## config.mk

```make
export PLATFORM = sky130hd
export DESIGN_NAME = accum_scheduler
export DESIGN_NICKNAME = d
export VERILOG_FILES = /design/src/rtl/accum_scheduler.sv
export SDC_FILE = /design/constraint.sdc
export NUM_CORES = 1
export LEC_CHECK = 0
export CORE_AREA = 4 4 184 186
export CTS_CLUSTER_DIAMETER = 30
export DETAILED_ROUTE_END_ITERATION = 8
export DIE_AREA = 0 0 188 190
export PLACE_DENSITY = 0.68
export SLEW_MARGIN = 20
export SYNTH_ARGS = -nofsm -noshare
export SYNTH_HDL_FRONTEND = slang
export SYNTH_SLANG_ARGS = --single-unit
```

## constraint.sdc

```tcl
create_clock -name clk -period 3.39 [get_ports clk]
set_clock_uncertainty 0.15 [all_clocks]
set_input_delay 0.678 -clock clk [delete_from_list [all_inputs] [get_ports clk]]
set_output_delay 0.678 -clock clk [all_outputs]
set_load 0.01 [all_outputs]
```

## src/rtl/accum_scheduler.sv

```systemverilog
// accum_scheduler: round-robin arbiter sharing one 4x16b Accumulator among NUM_REQ requesters.
// One job in flight; the result is returned tagged with the owner's id.
module accum_scheduler #(
  parameter int NUM_REQ = 4,
  parameter int ID_W = $clog2(NUM_REQ)
) (
  input  logic                  clk,
  input  logic                  rst_n,
  input  logic [NUM_REQ-1:0]    req_valid,
  output logic [NUM_REQ-1:0]    req_ready,
  input  logic [2*NUM_REQ-1:0]  req_mode,
  input  logic [64*NUM_REQ-1:0] req_data,
  output logic                  rsp_valid,
  input  logic                  rsp_ready,
  output logic [ID_W-1:0]       rsp_id,
  output logic                  rsp_err,
  output logic [63:0]           rsp_data,
  output logic [1:0]            acc_en,
  output logic                  acc_ready,
  output logic [15:0]           acc_in0,
  output logic [15:0]           acc_in1,
  output logic [15:0]           acc_in2,
  output logic [15:0]           acc_in3,
  input  logic [63:0]           acc_out,
  output logic                  busy
);
  typedef enum logic [1:0] {IDLE, EXEC, RESP} state_t;
  state_t state, state_nx;
  logic [ID_W-1:0] rr_ptr, win, idx;
  logic [ID_W:0] sum;
  logic found, accept, exec;
  logic [1:0] mode, win_mode, cnt, lat;
  logic [63:0] data;
  // Search from rr_ptr upward with wrap; first asserted valid wins.
  always_comb begin
    found = 1'b0;
    win = '0;
    sum = '0;
    idx = '0;
    for (int i = 0; i < NUM_REQ; i++) begin
      sum = {1'b0, rr_ptr} + (ID_W+1)'(i);
      idx = ID_W'(sum >= (ID_W+1)'(NUM_REQ) ? sum - (ID_W+1)'(NUM_REQ) : sum);
      if (!found && req_valid[idx]) begin
        found = 1'b1;
        win = idx;
      end
    end
  end
  assign accept    = rst_n && state == IDLE && found;
  assign req_ready = accept ? NUM_REQ'(1) << win : '0;
  assign win_mode  = req_mode[{win, 1'b0} +: 2];
  assign lat       = mode == 2'b00 ? 2'd1 : mode == 2'b01 ? 2'd2 : 2'd3;
  assign exec      = state == EXEC;
  assign rsp_valid = state == RESP;
  assign busy      = state != IDLE;
  assign acc_ready = exec;
  assign acc_en    = exec ? mode : 2'b00;
  assign acc_in0   = exec ? data[63:48] : '0;
  assign acc_in1   = exec ? data[47:32] : '0;
  assign acc_in2   = exec ? data[31:16] : '0;
  assign acc_in3   = exec ? data[15:0]  : '0;
  always_comb begin
    state_nx = state;
    case (state)
      IDLE:    if (accept) state_nx = win_mode == 2'b10 ? RESP : EXEC;
      EXEC:    if (cnt == lat) state_nx = RESP;
      RESP:    if (rsp_ready) state_nx = IDLE;
      default: state_nx = IDLE;
    endcase
  end
  always_ff @(posedge clk or negedge rst_n)
    if (!rst_n) state <= IDLE;
    else state <= state_nx;
  always_ff @(posedge clk or negedge rst_n)
    if (!rst_n) begin
      rr_ptr   <= '0;
      cnt      <= '0;
      mode     <= '0;
      data     <= '0;
      rsp_id   <= '0;
      rsp_err  <= 1'b0;
      rsp_data <= '0;
    end else begin
      if (accept) begin
        mode     <= win_mode;
        data     <= req_data[{win, 6'b0} +: 64];
        rsp_id   <= win;
        rr_ptr   <= win == ID_W'(NUM_REQ-1) ? '0 : win + 1'b1;
        cnt      <= '0;
        rsp_err  <= win_mode == 2'b10;
        rsp_data <= '0;
      end
      if (exec) begin
        cnt <= cnt + 1'b1;
        if (cnt == lat) begin
          rsp_data <= acc_out;
          rsp_err  <= 1'b0;
        end
      end
    end
endmodule

```

Yosys cells after proc, flatten, opt, wreduce, memory -nomap -nowiden
Index checks and enable logic that the tools add are counted.
{"block": "word_totals", "ff_bits": 139, "output_inout_bits": 140, "wordCells": 92}
{"block": "op_classes", "addsub": 9, "n_lt_le_gt_ge": 8, "n_eq_ne": 9, "shifts": 3, "n_mux": 42, "n_reduce_logical": 13}
{"cell": "256-bit by 9-bit variable part select with 64-bit output", "n": 1}
{"cell": "64-bit 2-to-1 mux", "n": 3}
{"cell": "16-bit 2-to-1 mux", "n": 4}
{"cell": "2-bit 2-to-1 mux", "n": 17}
{"cell": "2-bit by 3-bit < comparator with 1-bit output, second input constant", "n": 4}
{"cell": "1-bit 2-to-1 mux", "n": 12}
{"cell": "3-bit greater-or-equal comparator, second input constant", "n": 3}
{"cell": "1-bit binary-select mux with 2-bit select", "n": 4}
{"cell": "8-bit by 4-bit variable part select with 2-bit output", "n": 1}
{"cell": "2-bit by 1-bit subtractor with 2-bit output, second input constant", "n": 4}
{"cell": "2-bit by 2-bit adder with 3-bit output, second input constant", "n": 2}
{"cell": "2-bit == test, second input constant", "n": 3}
{"cell": "2-bit case mux with 3 select lines", "n": 1}
{"cell": "1-bit logical AND", "n": 5}
{"cell": "2-bit by 1-bit adder with 2-bit output, second input constant", "n": 2}
{"cell": "2-bit by 1-bit == test with 1-bit output, second input constant", "n": 2}
{"cell": "2-bit zero test", "n": 2}
{"cell": "4-bit 2-to-1 mux", "n": 1}
{"cell": "2-bit by 1-bit inequality test with 1-bit output, second input constant", "n": 2}
{"cell": "2-bit nonzero test", "n": 2}
{"cell": "1-bit by 2-bit << shifter with 4-bit output, first input constant", "n": 1}
{"cell": "2-bit by 1-bit adder with 3-bit output, second input constant", "n": 1}
{"cell": "2-bit by 3-bit greater-or-equal comparator with 1-bit output, second input constant", "n": 1}
{"cell": "1-bit zero test", "n": 3}
{"cell": "3 further kinds", "n": 3}

Logic depth before layout (Yosys ltp)
Gate-level depths: netlist of run 1.
{"block": "depth", "ltp_word": 19, "ltp_mapped": 10, "depth_no_buf": 7}

Worst setup path after synthesis of run 1
Ideal clock, no wire load.
{"block": "synth_path", "path_kind": "input to output", "startpoint": "in req_valid[2]", "endpoint": "out req_ready[0]", "arrival_time_ps": 2019, "t_required_ps": 2562, "slack_ps": 543, "stages": 8, "n_path_buf": 2, "cell_sequence": "nand2b_1 -> a21oi_1 -> a211oi_4 -> buf_2 -> buf_2 -> inv_1 -> ha_1 -> and2_1"}
{"block": "synth_via", "elab_chain_len": 14}
{"element": "start: declaration", "line_no": "9", "text": "input logic [NUM_REQ-1:0] req_valid,"}
{"element": "1-bit binary-select mux with 2-bit select", "line_no": "43", "text": "if (!found && req_valid[idx]) begin"}
{"element": "1-bit 2-to-1 mux (not written as such)", "line_no": "43"}
{"element": "1-bit 2-to-1 mux", "line_no": "43"}
{"element": "1-bit zero test", "line_no": "43"}
{"element": "1-bit logical AND", "line_no": "43"}
{"element": "1-bit 2-to-1 mux", "line_no": "43"}
{"element": "1-bit zero test", "line_no": "43"}
{"element": "1-bit logical AND", "line_no": "43"}
{"element": "1-bit 2-to-1 mux", "line_no": "43"}
{"element": "1-bit zero test", "line_no": "43"}
{"element": "1-bit logical AND", "line_no": "43"}
{"element": "2-bit 2-to-1 mux (*)", "line_no": "43"}
{"element": "named net win[0]", "line_no": "29", "text": "logic [ID_W-1:0] rr_ptr, win, idx;"}
{"element": "1-bit by 2-bit << shifter with 4-bit output (*)", "line_no": "50", "text": "assign req_ready = accept ? NUM_REQ'(1) << win : '0;"}
{"element": "4-bit 2-to-1 mux (*)", "line_no": "50"}
{"element": "end: declaration", "line_no": "10", "text": "output logic [NUM_REQ-1:0] req_ready,"}
The timed path passes the listed nets; every way through them passes the cells marked *. The select of a mux whose other input is x is not followed.

Final worst setup path of run 1
{"block": "layout_path", "startpoint": "in rst_n", "endpoint": "out req_ready[3]"}
{"block": "layout_via", "elab_chain_len": 3}
{"element": "start: declaration", "line_no": "8", "text": "input logic rst_n,"}
{"element": "1-bit logical AND (2 in series)", "line_no": "49", "text": "assign accept = rst_n && state == IDLE && found;"}
{"element": "4-bit 2-to-1 mux", "line_no": "50"}
Every way passes these cells.

==> out/metrics.yaml, run 1 <==
grtUsageTotal: 0.184
start_kind: "input pin"
gp_congestion: 0.894
report.final.slew_viol_count: 0
via_per_inst: 4.83
maxSlewHeadroom: 0.369
syn_nets: 1286
r2r_setup_slack_ns: 0.61
synth_area_per_cell_sq_um: 8.41
synthTopCellsByCount: "nand2_1, dfrtp_1, and2_1"
leakage_nw: 5.96
rsz0062_at_grt: "no"
whs_ns: 0.315
nNetsFinal: 1710
critPathRequiredTime_ns: 2.56
clk_pin_slew_ns: 0.06
worst_pin_slew_ns: 0.946
hold_end: "data[54]"
holdCritStartpoint: "data[54]"
min_path_type: "register to register"
synthTopCellsByArea: "dfrtp_1, nand2_1, a311oi_1"
post-route-cell-area_sq_um: 13700
tns_ns: 0
p_clk_frac: 0.217
ir_drop_mv: 0.513
dpl.hpwl_microns: 25800
finalCriticalPeriod_ns: 3.29
rr_worst_depth: 8
ys_ff_latch: 139
syn_to_final_growth_pct: 72.5
pin_count: 475
cp_data_arrival_time_ns: 2.46
worstSetupPathType: "input pin to primary output"
antenna_found_initial: 2
dieHeight_microns: 190
yosys.area.top_type_share: 0.437
drt_pass1_iterations: 6
worstReg2RegStart: "rr_ptr[1]"
min_path_cells: 1
dpl_cell_area_sq_um: 13100
grt_pass1_wl_microns: 52100
setup_viol: 0
hold_violations: 0
yosys_warnings: 0
outcome: "finished clean"
multi_input_area_sq_um: 4100
seq_area_frac_synth: 0.437
syn_inst: 947
placementRows: 66
combPwrFrac: 0.504
synth.distinct_cells: 34
die_w_microns: 188
cts_buffer_depth: 2
initial_utilization: 0.247
wirelength_microns: 34300
core-area_sq_um: 32300
cts-buffers-inserted: 17
fin_util: 0.426
synth_area_sq_um: 7970
maxCapViolCount: 0
grt_max_degree: 81
p_int_w: 0.00559
insertion_delay_ns: 0.41
synth_most_common_cell: "nand2_1"
numPortBuffers: 474
layout-drive-gt1-share: 0.0499
gr-total-overflow: 0
fillers: 3168
final-seq-area_sq_um: 3480
crit_fanout: 17
fmax_mhz: 304
die-area_sq_um: 35700
drcViolationCount: 0
grt_pass1_vias: 8865
switching_share: 0.385
synth_edf_count: 0
switchingPower_w: 0.00351
antenna_left: 0
wire_per_inst_microns: 18.8
htreeDepth: 4
seqPwrFrac: 0.279
clockRootBuffer: "clkbuf_16"
r2r_end: "state[1]"
power_density_nw_per_um2: 662
drtIter0Drc: 322
vias: 8833
yosysTopAreaCell: "dfrtp_1"
cts_tree: "done"
synth_ff_type: "dfrtp_1"
finalCritPeriodShare: 0.970
critPathCaptureType: "primary output"
cts_sinks: 139
synthArstFlopShare: 1.00
[what timing repair did]
action                     in CTS  in global routing
setup endpoints to repair       4                  2
hold buffers                    1                  0
setup buffers                   1                  0
gates resized for setup         7                  4
pin swaps                       1                  1
hold endpoints to repair       14                  0
[worst max-delay path by stage]
stage / cells after the start / endpoint / slack, ns / from
6_report: 6 / req_ready[3] / 0.10 / rst_n
3_3_place_gp: 7 / req_ready[0] / -0.10 / req_valid[3]
4_1_cts: 7 / req_ready[3] / 0.009 / req_valid[1]
5_1_grt: 6 / req_ready[2] / 0.02 / rst_n
2_1_floorplan: 8 / req_ready[0] / 0.54 / req_valid[2]
3_5_place_dp: 7 / req_ready[0] / -0.16 / req_valid[3]
[sequential cells by signal, summed over array words and instances, names as in the netlist]
name      count
mode          2
data         64
rsp_id        2
state         2
rsp_err       1
cnt           2
rr_ptr        2
rsp_data     64
[placed cells by master (no fill, tap or decap), drive strengths merged, types with 19 or more instances in the layout]
cell type,instances
o21ai,70
buf,25
clkdlybuf4s50,467
a311oi,64
a21o,65
and3,66
nand2,265
clkbuf,19
dfrtp,139
a211oi,67
and2,72
[power groups by stage]
stage,combinational (W),sequential (W),clock (W)
2_1_floorplan,0.00248,0.00255,0
3_3_place_gp,0.00454,0.00254,0
3_5_place_dp,0.00461,0.00257,0
4_1_cts,0.00463,0.00254,0.00203
5_1_grt,0.00502,0.00261,0.00211
6_report,0.00458,0.00254,0.00197
[kinds of logic after synthesis]
logic type | share of synthesized area
fa+ha+maj | 0.00628
compound gates | 0.253
simple gates | 0.248
buf+inv | 0.0536
mux | 0.00251
flops | 0.437
[critical path: stages]
cell	delay, ns
dlygate4sd3_1	0.55
buf_6	0.22
o41ai_4	0.12
nor2_2	0.18
and2_1	0.15
clkdlybuf4s50_1	0.55
[through the flow]
stage          std cells  power (W)  setup WS (ns)
6_report            1827    0.00909          0.100
3_3_place_gp        1792    0.00709         -0.103
5_1_grt             1827    0.00974         0.0199
2_1_floorplan        947    0.00503          0.543
4_1_cts             1826    0.00920        0.00898
3_5_place_dp        1792    0.00718         -0.157
[routing by layer]
layer  vias to the layer above  track usage  wire (microns)  part of all wire
met4                         2       0.0435             522             0.015
met3                        32       0.0591            2910             0.085
met5                         -            0              20           0.00058
met2                       386        0.318           17100              0.50
li1                       4183            -               -                 -
met1                      4230        0.224           13700              0.40
[layout make-up]
type | count | share of cell area
Antenna cell | 1 | 0.000182
Tap cell | 442 | 0.0402
Inverter | 6 | 0.00182
Clock buffer | 19 | 0.0315
Multi-Input combinational cell | 708 | 0.298
Sequential cell | 139 | 0.253
Timing Repair Buffer | 499 | 0.363
Clock inverter | 13 | 0.0122
Note: power is estimated with default switching activity, not from simulation.
==> run 2: changes to the inputs <==
Settings changed: ABC_AREA from default to 0, RECOVER_POWER from default to 25.
==> out/metrics.yaml, run 2 (same netlist as run 1, synthesis figures left out) <==
nNetsFinal: 1710
highest_layer: "met5"
maxCapViolCount: 1
insertion_delay_ns: 0.41
gp_congestion: 0.894
finalCritPeriodShare: 0.969
reg_top3: "data x64, rsp_data x64"
tns_ns: 0
ir_drop_mv: 0.513
dpl.hpwl_microns: 25800
via_per_inst: 4.83
leakage_nw: 6.04
path_cells: "dlygate4sd3_1 > buf_6 > o41ai_4 > nor2_2 > and2_1 > clkdlybuf4s50_1"
worstSetupPathType: "input pin to primary output"
fillers: 3168
min_path_type: "register to register"
layout_common_cells: "clkdlybuf4s50_1, nand2_1, dfrtp_1"
wl_met2_microns: 17000
antenna_found_initial: 2
die-area_sq_um: 35700
failed_checks: "capacitance limit, slew limit"
numPortBuffers: 474
clk_pin_slew_ns: 0.06
cp_slowest_stage_delay_ns: 0.55
preCtsSetupSlack_ns: -0.157
grtUsageTotal: 0.184
dp.cells: 1792
grt_pass1_vias: 8865
layout-drive-gt1-share: 0.0491
cp_data_arrival_time_ns: 2.46
layout_commonest_cell: "clkdlybuf4s50_1"
outcome: "finished with violations"
crit_fanout: 17
cpMaxStageDelayCell: "dlygate4sd3_1"
initial_utilization: 0.247
start_kind: "input pin"
antenna_left: 0
drt_pass1_iterations: 5
gr-total-overflow: 0
syn_to_final_growth_pct: 72.4
report.final.slew_viol_count: 72
clockRootBuffer: "clkbuf_16"
fmax_mhz: 304
met1Wirelength_microns: 13800
vias: 8832
maxSlewHeadroom: -0.221
setup_slack_ns: 0.105
finalNonFillerCells: 1827
met3_length_microns: 2850
whs_ns: 0.315
cts-buffers-inserted: 17
drtIter0Drc: 323
worst_pin_slew_ns: 1.83
grt_max_degree: 81
critPathRequiredTime_ns: 2.56
die_w_microns: 188
cts_sinks: 139
cts_buffer_depth: 2
wire_per_inst_microns: 18.8
drcViolationCount: 0
cts_tree: "done"
placementRows: 66
htreeDepth: 4
power_density_nw_per_um2: 660
dieHeight_microns: 190
finalCriticalPeriod_ns: 3.29
wirelength_microns: 34300
core-area_sq_um: 32300
hold_violations: 0
setup_viol: 0
rsz0062_at_grt: "no"
grt_pass1_wl_microns: 52100
pin_count: 475
critPathCaptureType: "primary output"
run 2: path summary, 6_finish.rpt:
path,from,endpoint,slack (ns),cells after the start
max in group asynchronous,rst_n,data[3],0.54,3
setup / recovery,rst_n,req_ready[3],0.10,6
hold / removal,data[54],data[54],0.32,1
min in group asynchronous,rst_n,rsp_data[23],0.52,2
hold reg to reg,data[54],data[54],0.32,1
setup reg to reg,rr_ptr[1],state[1],0.61,8
run 2: layout make-up:
cell class,count,area (sq um),share of cell area
diodes,1,2.50,0.000182
clock buffers,19,433,0.0315
clock inverters,13,168,0.0122
inverters,6,25.0,0.00182
multi-input cells,708,4100,0.298
flip-flops and latches,139,3480,0.253
well taps,442,553,0.0403
repair buffers,499,4980,0.363
run 2: per-layer routing:
metal,GRT usage,vias to the layer above
met5,0,-
li1,-,4190
met4,0.0435,2
met2,0.318,383
met1,0.224,4225
met3,0.0591,32
run 2: report_power, final:
| group | switching (W) | internal [W] | leakage (nW) |
|---|---|---|---|
| Clock | 0.000802 | 0.00117 | 0.293 |
| Sequential | 0.000306 | 0.00223 | 1.80 |
| Combinational | 0.00239 | 0.00216 | 3.95 |
run 2: stage by stage:
step	total power, W	instance area [sq um]	utilization
after global placement	0.00709	13100	0.406
after detailed placement	0.00718	13100	0.406
after CTS	0.00920	13700	0.425
after global routing	0.00971	13700	0.425
final	0.00906	13700	0.425
after floorplan	0.00503	7970	-
run 2: what timing repair did:
| action | CTS | global route |
|---|---|---|
| gates resized for setup | 7 | 4 |
| endpoints found under the hold margin | 14 | 0 |
| endpoints found under the setup margin | 4 | 2 |
| buffers inserted | 1 | 0 |
| pin swaps | 1 | 1 |
| hold buffers | 1 | 0 |
run 2: critical path: cells and delay by family:
family,cells,cell delay (ns)
compound gates,1,0.12
buf+inv,3,1.32
simple gates,2,0.33
